## config.mk

```make
export PLATFORM = sky130hd
export DESIGN_NAME = sdram_ch_arbiter
export DESIGN_NICKNAME = d
export VERILOG_FILES = /design/src/rtl/sdram_arb_pkg.sv /design/src/rtl/sdram_ch_arbiter_rr_pick.sv /design/src/rtl/sdram_ch_arbiter.sv
export SDC_FILE = /design/constraint.sdc
export NUM_CORES = 1
export LEC_CHECK = 0
export ABC_AREA = 0
export CAP_MARGIN = 20
export CELL_PAD_IN_SITES_DETAIL_PLACEMENT = 1
export CELL_PAD_IN_SITES_GLOBAL_PLACEMENT = 2
export CORE_ASPECT_RATIO = 1.25
export CORE_MARGIN = 2
export CORE_UTILIZATION = 30
export DETAILED_ROUTE_END_ITERATION = 6
export GPL_ROUTABILITY_DRIVEN = 0
export PLACE_DENSITY = 0.92
export SYNTH_ARGS = -nofsm -noshare
export SYNTH_HDL_FRONTEND = slang
export SYNTH_HIERARCHICAL = 1
export SYNTH_SLANG_ARGS = --single-unit
```

## constraint.sdc

```tcl
create_clock -name clk -period 34.9 [get_ports clk]
set_input_delay 6.98 -clock clk [delete_from_list [all_inputs] [get_ports clk]]
set_output_delay 6.98 -clock clk [all_outputs]
set_load 0.01 [all_outputs]
```

## src/rtl/sdram_arb_pkg.sv

```systemverilog
// Shared definitions for the SDRAM channel arbiter and the write-path select muxes.
// Holds the default geometry, the arbiter state encoding and the rotating-distance helper.
package sdram_arb_pkg;

   localparam int DEF_NUM_CH    = 10;
   localparam int DEF_USEDW_W   = 15;
   localparam int DEF_CH_W      = 8;
   localparam int DEF_BURST_LEN = 256;
   localparam int DEF_GAP_CYC   = 2;

   typedef enum logic [2:0] {
      ST_IDLE = 3'd0,
      ST_SCAN = 3'd1,
      ST_REQ  = 3'd2,
      ST_BUSY = 3'd3,
      ST_GAP  = 3'd4
   } arb_state_t;

   // Distance from the round-robin start to channel idx, walking upward and wrapping.
   function automatic int rr_dist(input int idx, input int start, input int n);
      if (idx >= start) return idx - start;
      else              return idx + n - start;
   endfunction

endpackage

```

## src/rtl/sdram_ch_arbiter_rr_pick.sv

```systemverilog
// Rotating priority encoder: returns the first set bit of elig at or above start,
// wrapping from NUM_CH-1 back to 0. Purely combinational.
module rr_pick
   import sdram_arb_pkg::*;
#(
   parameter int NUM_CH = DEF_NUM_CH,
   parameter int CH_W   = DEF_CH_W
) (
   input  logic [NUM_CH-1:0] elig,
   input  logic [CH_W-1:0]   start,
   output logic              hit,
   output logic [CH_W-1:0]   idx
);

   int best_dist;

   // Keep the eligible channel with the smallest wrapped distance from start.
   always_comb begin
      hit       = 1'b0;
      idx       = '0;
      best_dist = NUM_CH;
      for (int i = 0; i < NUM_CH; i++) begin
         if (elig[i] && (rr_dist(i, int'(start), NUM_CH) < best_dist)) begin
            best_dist = rr_dist(i, int'(start), NUM_CH);
            hit       = 1'b1;
            idx       = CH_W'(i);
         end
      end
   end

endmodule

```

## src/rtl/sdram_ch_arbiter.sv

```systemverilog
// Channel arbiter for the SDRAM write path: picks the next FIFO to drain with
// round-robin fairness and runs the req/ack/done handshake with the write controller.
// Optional build macro SDRAM_ARB_FLUSH_EN adds the flush input, which lets partially
// filled channels be drained when no channel holds a full burst.
//
// state | meaning
// IDLE  | SDRAM controller not initialised, nothing issued
// SCAN  | compare fill levels every cycle, latch first eligible channel
// REQ   | wr_req high, waiting for wr_ack
// BUSY  | burst accepted, waiting for wr_done
// GAP   | settle time after a burst before scanning again
module sdram_ch_arbiter
   import sdram_arb_pkg::*;
#(
   parameter int NUM_CH    = DEF_NUM_CH,
   parameter int USEDW_W   = DEF_USEDW_W,
   parameter int CH_W      = DEF_CH_W,
   parameter int BURST_LEN = DEF_BURST_LEN,
   parameter int GAP_CYC   = DEF_GAP_CYC
) (
   input  logic                      clk,
   input  logic                      rst,
   input  logic                      init_done,
   input  logic [NUM_CH*USEDW_W-1:0] usedw_all,
   output logic                      wr_req,
   input  logic                      wr_ack,
   input  logic                      wr_done,
`ifdef SDRAM_ARB_FLUSH_EN
   input  logic                      flush,
`endif
   output logic [CH_W-1:0]           channel,
   output logic [USEDW_W-1:0]        burst_len,
   output logic                      busy
);

   localparam int                 GAP_W    = (GAP_CYC > 1) ? $clog2(GAP_CYC) : 1;
   localparam logic [GAP_W-1:0]   GAP_LOAD = GAP_W'(GAP_CYC - 1);
   localparam logic [USEDW_W-1:0] FULL_LVL = USEDW_W'(BURST_LEN);
   localparam logic [CH_W-1:0]    LAST_CH  = CH_W'(NUM_CH - 1);

   arb_state_t          state_q, state_d;
   logic [CH_W-1:0]     ch_q, ch_d;
   logic [USEDW_W-1:0]  blen_q, blen_d;
   logic [CH_W-1:0]     rr_q, rr_d;
   logic [GAP_W-1:0]    gap_q, gap_d;

   logic [USEDW_W-1:0]  usedw_arr [NUM_CH];
   logic [NUM_CH-1:0]   elig_full;
   logic [NUM_CH-1:0]   pick_vec;
   logic                pick_hit;
   logic [CH_W-1:0]     pick_idx;
   logic [USEDW_W-1:0]  hit_len;
   logic [CH_W-1:0]     next_rr;

   for (genvar g = 0; g < NUM_CH; g++) begin : g_lvl
      assign usedw_arr[g] = usedw_all[g*USEDW_W +: USEDW_W];
      assign elig_full[g] = (usedw_arr[g] >= FULL_LVL);
   end

`ifdef SDRAM_ARB_FLUSH_EN
   logic [NUM_CH-1:0]   elig_any;
   logic [USEDW_W-1:0]  pick_lvl;

   for (genvar g = 0; g < NUM_CH; g++) begin : g_any
      assign elig_any[g] = (usedw_arr[g] != '0);
   end

   // Full bursts always take precedence; partial channels only compete under flush.
   assign pick_vec = (|elig_full) ? elig_full : (flush ? elig_any : '0);

   // Fill level of the picked channel, used as the length of a partial burst.
   always_comb begin
      pick_lvl = '0;
      for (int i = 0; i < NUM_CH; i++) begin
         if (pick_idx == CH_W'(i)) pick_lvl = usedw_arr[i];
      end
   end

   assign hit_len = (|elig_full) ? FULL_LVL : pick_lvl;
`else
   assign pick_vec = elig_full;
   assign hit_len  = FULL_LVL;
`endif

   rr_pick #(
      .NUM_CH (NUM_CH),
      .CH_W   (CH_W)
   ) u_rr_pick (
      .elig  (pick_vec),
      .start (rr_q),
      .hit   (pick_hit),
      .idx   (pick_idx)
   );

   assign next_rr = (ch_q == LAST_CH) ? '0 : ch_q + CH_W'(1);

   // Next-state logic; a finished burst goes to IDLE rather than GAP if init_done dropped.
   always_comb begin
      state_d = state_q;
      ch_d    = ch_q;
      blen_d  = blen_q;
      rr_d    = rr_q;
      gap_d   = gap_q;
      case (state_q)
         ST_IDLE: begin
            if (init_done) state_d = ST_SCAN;
         end
         ST_SCAN: begin
            if (!init_done) begin
               state_d = ST_IDLE;
            end else if (pick_hit) begin
               ch_d    = pick_idx;
               blen_d  = hit_len;
               state_d = ST_REQ;
            end
         end
         ST_REQ: begin
            if (wr_ack) begin
               if (wr_done) begin
                  rr_d    = next_rr;
                  gap_d   = GAP_LOAD;
                  state_d = init_done ? ST_GAP : ST_IDLE;
               end else begin
                  state_d = ST_BUSY;
               end
            end
         end
         ST_BUSY: begin
            if (wr_done) begin
               rr_d    = next_rr;
               gap_d   = GAP_LOAD;
               state_d = init_done ? ST_GAP : ST_IDLE;
            end
         end
         ST_GAP: begin
            if (!init_done)         state_d = ST_IDLE;
            else if (gap_q == '0)   state_d = ST_SCAN;
            else                    gap_d   = gap_q - GAP_W'(1);
         end
         default: state_d = ST_IDLE;
      endcase
   end

   // State and datapath registers with synchronous reset.
   always_ff @(posedge clk) begin
      if (rst) begin
         state_q <= ST_IDLE;
         ch_q    <= '0;
         blen_q  <= '0;
         rr_q    <= '0;
         gap_q   <= '0;
      end else begin
         state_q <= state_d;
         ch_q    <= ch_d;
         blen_q  <= blen_d;
         rr_q    <= rr_d;
         gap_q   <= gap_d;
      end
   end

   assign wr_req    = (state_q == ST_REQ);
   assign busy      = (state_q == ST_REQ) || (state_q == ST_BUSY);
   assign channel   = ch_q;
   assign burst_len = blen_q;

endmodule

```

# --- Word-level counts from Yosys, hierarchy flattened ---
# Index checks and enable logic that the tools add are counted.
totals:
  reg_bits: 21
  in_bits: 155
  out_inout_bits: 25
  elab_cells: 143
classes:
  n_addsub: 22
  magnitude_cmp: 30
  eq_ne: 11
  mux: 57
  reduce_logical: 18
ops:
  columns: ["op", "count"]
  rows:
  - ["32-bit 2-to-1 mux", 19]
  - ["32-bit less-than comparator", 9]
  - ["15-bit by 9-bit greater-or-equal comparator with 1-bit output (second input constant)", 10]
  - ["4-bit by 8-bit subtractor with 9-bit output (first input constant)", 8]
  - ["3-bit 2-to-1 mux", 13]
  - ["3-bit by 8-bit subtractor with 9-bit output (first input constant)", 4]
  - ["5-bit by 8-bit subtractor with 9-bit output (first input constant)", 4]
  - ["3-bit by 8-bit greater-or-equal comparator with 1-bit output (first input constant)", 4]
  - ["32-bit by 5-bit less-than comparator with 1-bit output (second input constant)", 1]
  - ["8-bit 2-to-1 mux", 3]
  - ["1-bit by 8-bit subtractor with 9-bit output (first input constant)", 2]
  - ["2-bit by 8-bit subtractor with 9-bit output (first input constant)", 2]
  - ["1-bit by 8-bit greater-or-equal comparator with 1-bit output (first input constant)", 2]
  - ["2-bit by 8-bit greater-or-equal comparator with 1-bit output (first input constant)", 2]
  - ["4-bit by 8-bit greater-or-equal comparator with 1-bit output (first input constant)", 2]
  - ["8-bit one-hot mux with 2 select lines", 1]
  - ["1-bit 2-to-1 mux", 15]
  - ["3-bit one-hot mux with 5 select lines", 1]
  - ["1-bit logical AND", 10]
  - ["8-bit by 1-bit adder with 8-bit output (second input constant)", 1]
  - ["8-bit by 4-bit == test with 1-bit output (second input constant)", 1]
  - ["4-bit 2-to-1 mux", 2]
  - ["3-bit by 2-bit == test with 1-bit output (second input constant)", 2]
  - ["2-bit inequality test (second input constant)", 3]
  - ["other kinds (14)", 17]

# --- Logic depth before layout (Yosys ltp) ---
depth:
  depth_word: 35
  depth_mapped: 115
  ltp_nobuf: 102

# --- Hierarchy ---
# The synthesis kept the hierarchy.
modules_own_cells:
  columns: ["mod", "instances", "cells_each", "area_per_inst_um2", "seq_area_each_um2"]
  rows:
  - ["rr_pick", 1, 787, 5372.7, 0.0]
  - ["sdram_ch_arbiter", 1, 149, 1262.5, 420.4]

# --- Worst setup path before layout ---
# Ideal clock, no wire load.
synth_path:
  kind: "input to register"
  startpoint: "input usedw_all[9]"
  endpoint: "register state_q[0]"
  setup_ps: 72
  t_arrival_ps: 25115
  required_ps: 34828
  path_slack_ps: 9714
  cell_stages: 101
  n_path_buf: 10
  cell_sequence: "nor3_1 -> nand2_1 -> nand2_1 -> o221a_2 -> o31a_1 -> nor2_1 -> o211ai_1 -> ha_1 -> o21ai_0 -> o211ai_1 -> a21oi_1 -> a21boi_0 -> a21boi_0 -> clkbuf_1 -> nor2_1 -> a21oi_1 -> ha_1 -> a2111oi_0 -> (+65 left out) -> o21a_1 -> inv_1 -> a21o_1 -> buf_6 -> a21o_1 -> ha_1 -> a21oi_1 -> nor2b_1 -> o21ai_0 -> a31oi_1 -> nor2b_1 -> nand3_1 -> a21oi_1 -> a21oi_2 -> nand4_1 -> nand3b_1 -> a221oi_2 -> mux2i_1"
synth_via:
  elab_chain_cells: 32
  word_cells_on_any_way: 41
  cone_classes: "order compare (10); eq/ne (1); mux (19); reduce/logical (11)"
synth_rtl:
  columns: ["element", "line", "rtl"]
  rows:
  - ["start: declaration", "sdram_ch_arbiter.sv:24", "input logic [NUM_CH*USEDW_W-1:0] usedw_all,"]
  - ["15-bit by 9-bit greater-or-equal comparator with 1-bit output *", "sdram_ch_arbiter.sv:57", "assign elig_full[g] = (usedw_arr[g] >= FULL_LVL);"]
  - ["via elig_full[0]", "sdram_ch_arbiter.sv:48", "logic [NUM_CH-1:0] elig_full;"]
  - ["1-bit logical AND *", "sdram_ch_arbiter_rr_pick.sv:23", "if (elig[i] && (rr_dist(i, int'(start), NUM_CH) < best_dist)) begin"]
  - ["32-bit 2-to-1 mux", "sdram_ch_arbiter_rr_pick.sv:23", null]
  - ["32-bit less-than comparator", "sdram_ch_arbiter_rr_pick.sv:23", null]
  - ["1-bit logical AND", "sdram_ch_arbiter_rr_pick.sv:23", null]
  - ["32-bit 2-to-1 mux", "sdram_ch_arbiter_rr_pick.sv:23", null]
  - ["32-bit less-than comparator", "sdram_ch_arbiter_rr_pick.sv:23", null]
  - ["(+18 left out)", null, null]
  - ["1-bit logical AND", "sdram_ch_arbiter_rr_pick.sv:23", null]
  - ["32-bit 2-to-1 mux", "sdram_ch_arbiter_rr_pick.sv:23", null]
  - ["32-bit less-than comparator", "sdram_ch_arbiter_rr_pick.sv:23", null]
  - ["1-bit logical AND", "sdram_ch_arbiter_rr_pick.sv:23", null]
  - ["1-bit 2-to-1 mux *", "sdram_ch_arbiter_rr_pick.sv:23", null]
  - ["via pick_hit", "sdram_ch_arbiter.sv:50", "logic pick_hit;"]
  - ["3-bit inequality test (no source line) *", null, null]
  - ["5-bit AND reduction (no source line) *", null, null]
  - ["end signal: assignment", "sdram_ch_arbiter.sv:153", "state_q <= state_d;"]
  - ["end: declaration", "sdram_ch_arbiter.sv:41", "arb_state_t state_q, state_d;"]
# The timed path passes the listed nets; every way through them passes the cells marked *.
# A chain may end at the register's enable or synchronous reset.

# --- Worst setup path after layout ---
layout_path:
  startpoint: "input usedw_all[9]"
  endpoint: "register ch_q[2], in the netlist channel[2]"
layout_via:
  elab_chain_cells: 31
  word_cells_on_any_way: 46
  cone_classes: "order compare (10); mux (25); reduce/logical (11)"
layout_rtl:
  columns: ["element", "line", "rtl"]
  rows:
  - ["15-bit by 9-bit greater-or-equal comparator with 1-bit output *", "sdram_ch_arbiter.sv:57", null]
  - ["via elig_full[0]", "sdram_ch_arbiter.sv:48", null]
  - ["1-bit logical AND *", "sdram_ch_arbiter_rr_pick.sv:23", null]
  - ["32-bit 2-to-1 mux", "sdram_ch_arbiter_rr_pick.sv:23", null]
  - ["32-bit less-than comparator", "sdram_ch_arbiter_rr_pick.sv:23", null]
  - ["1-bit logical AND", "sdram_ch_arbiter_rr_pick.sv:23", null]
  - ["32-bit 2-to-1 mux", "sdram_ch_arbiter_rr_pick.sv:23", null]
  - ["32-bit less-than comparator", "sdram_ch_arbiter_rr_pick.sv:23", null]
  - ["(+17 left out)", null, null]
  - ["32-bit less-than comparator", "sdram_ch_arbiter_rr_pick.sv:23", null]
  - ["1-bit logical AND", "sdram_ch_arbiter_rr_pick.sv:23", null]
  - ["32-bit 2-to-1 mux", "sdram_ch_arbiter_rr_pick.sv:23", null]
  - ["32-bit less-than comparator", "sdram_ch_arbiter_rr_pick.sv:23", null]
  - ["1-bit logical AND", "sdram_ch_arbiter_rr_pick.sv:23", null]
  - ["1-bit 2-to-1 mux *", "sdram_ch_arbiter_rr_pick.sv:23", null]
  - ["via pick_hit", "sdram_ch_arbiter.sv:50", null]
  - ["3-bit AND reduction (no source line) *", null, null]
  - ["end signal: assignment", "sdram_ch_arbiter.sv:154", "ch_q <= ch_d;"]
  - ["end: declaration", "sdram_ch_arbiter.sv:42", "logic [CH_W-1:0] ch_q, ch_d;"]
# Marks and branches as above.

==> results.tsv <==
metric	value	unit
status	finished clean	
worst_clock_skew	2.496	ps
synthTopCellsByArea	ha_1 (16%), xnor2_1 (6.9%), dfxtp_1 (6.3%)	
r2r_start	rr_q[2]	
yosysUniqueCellTypes	94	
synth_top_area_frac	0.1584	
via_per_inst	5.569	
yosys_most_used_dff	dfxtp_1	
grt_pass1_vias	7112	
rsz0062_at_grt	false	
cts_buffers	3	
clkTransAtPathRegs	60	ps
die_area	0.02333	mm2
hold_violations	0	
coreArea	0.02162	mm2
clkLatencyLatePin	250	ps
dp_hpwl	18.33	mm
hold_path.class	reg2reg	
fin_tns_setup	0	ps
setup_ws	5598	ps
drive_gt1_frac	0.06478	
grt_pass1_wl	36.48	mm
ios	180	
cp-end-kind	register	
hp-start	burst_len[8]	
cpMostUsedCell	o21ai_0	
crit_required	35000	ps
yosysMostFrequentCell	nand2_1	
crit_slowest_cell	a211o_1	
cts.hold.buffers_added	0	
drt_wl_total	22.63	mm
cp-start-kind	input port	
fmax	34.13	MHz
maxSlewHeadroom	0.3789	
dr.pass1.iters	5	
cts_sinks	21	
numPortBuffers	85	
cts_max_level	1	
antenna_left	0	
syn_inst	936	
critical_path_class	in2reg	
ys_seq_area_frac	0.06336	
n_antenna_cell	0	
die_h	170.3	um
grt_use_total	0.1913	
crit_arrival	29410	ps
num-fill-cells	2732	
cts_tree	yes	
yosys.area_share.simple	0.2519	
max_stage_delay	680	ps
clock_path_buffers	2	
synth.yosys.warnings	6	
maxCapViolCount	0	
dr.first_iter.drc_count	448	
layout_min_cycle_time	29300	ps
synth.top_cells.by_count	nand2_1 (102), nor2_1 (93), ha_1 (84), a21oi_1 (64), xnor2_1 (52)	
synthAdderAreaFrac	0.1614	
post-route-util	0.3557	
syn_area_per_cell	7.089	um2
fin_crit_sh	0.8396	
syn_area	0.006635	mm2
synth_area_leader_cell	ha_1	
grt_start_max_net_pins	23	
post_cts_buffers	0	
drv_slew	0	
finalSetupViolCount	0	
rows	60	
synth_xor_area_frac	0.08844	
start_util	0.3069	
synth_mux_area_frac	0.07788	
grt_overflow	0	
antenna_found_initial	0	
place_ws	5526	ps
area_growth	15.92	%
ys_ff_latch	21	
synth_compound_area_frac	0.2748	
crit_start	usedw_all[9]	
wire_per_inst	17.86	um
critPathMaxFanout	20	
async_flop_share	0	
vias	7056	
fin_nets	1228	
synth_top_family_by_area	compound AO/OA/AOI/OAI gates	
postCtsResizedCells	0	
die_x	137.0	um
cts-root-buf	clkbuf_16	
tightestPinTransition	931.7	ps
drc	0	
synth_edf_count	0	
## placed cells by master, fill, tap and decap left out, types with 5 or more instances in the layout
cell	Yosys	routed
o21a_1	12	12
nor2b_1	18	18
a21oi_1	64	64
inv_1	48	48
dfxtp_1	21	21
a21boi_0	5	5
buf_4	19	8
a2bb2oi_1	5	5
a21o_1	12	12
nand3_1	22	22
conb_1	2	18
a211o_1	5	5
nor2_1	93	93
mux2i_1	39	39
nand2_1	102	102
mux2_2	9	9
and3_1	7	7
clkdlybuf4s50_1	0	85
xor2_1	15	15
and2_1	11	11
o21ai_0	51	51
nor4_1	13	13
nand2b_1	10	10
xnor2_1	52	52
a31oi_1	11	11
nand4_1	13	13
ha_1	84	84
a211oi_1	12	12
nor3_1	23	23
o211ai_1	8	8
## worst paths after layout
kind              cells past startpoint            to  slack (ps)
setup / recovery                     93    channel[2]        5600
hold / removal                        2  burst_len[8]         460
setup reg to reg                     94    channel[2]       10260
hold reg to reg                       2  burst_len[8]         460
## flip-flops by register name, indices dropped and copies added, names as in the netlist
signal / flops
channel: 8
gap_q: 1
state_q: 3
burst_len: 1
rr_q: 8
## cell families after synthesis
group / Yosys count
AO/OA/AOI/OAI: 253
other: 2
multiplexers: 50
buffers and inverters: 113
AND/OR/NAND/NOR: 344
adder cells (fa/ha/maj): 86
XOR/XNOR: 67
flip-flops: 21
## layer usage
| layer | vias up | share of wire | global-route usage |
|---|---|---|---|
| li1 | 3455 | - | - |
| met1 | 3409 | 0.43 | 0.2411 |
| met2 | 162 | 0.52 | 0.3597 |
| met3 | 30 | 0.033 | 0.003873 |
| met4 | 0 | 0.019 | 0.03855 |
| met5 | - | 0 | 0 |
## final cells by class
| cell class | instances | area [um2] | share of cell area |
|---|---|---|---|
| repair buffers | 93 | 910.9 | 0.1184 |
| multi-input cells | 818 | 5737 | 0.7459 |
| clock buffers | 4 | 78.83 | 0.01025 |
| well taps | 279 | 349.1 | 0.04539 |
| flip-flops and latches | 21 | 420.4 | 0.05466 |
| inverters | 52 | 195.2 | 0.02538 |
## through the flow
stage | hold slack [ps] | cells | cell area [um2]
after floorplan | 468.4 | 952 | 6695
after global placement | 448.8 | 1263 | 7612
after detailed placement | 453.0 | 1263 | 7612
after CTS | 460.9 | 1267 | 7691
after global routing | 487.6 | 1267 | 7691
final | 458.2 | 1267 | 7691
## worst max-delay path, delay by kind of cell
kind / cells / cell delay, ps
and+or+nand+nor: 29 / 5260
adders and majority gates: 9 / 2750
muxes: 6 / 2090
buffers and inverters: 6 / 1180
AOI/OAI and AO/OA: 43 / 11130
Power is not shown: default switching activity piles up to over one toggle a cycle in this logic, so the estimate is an artifact.
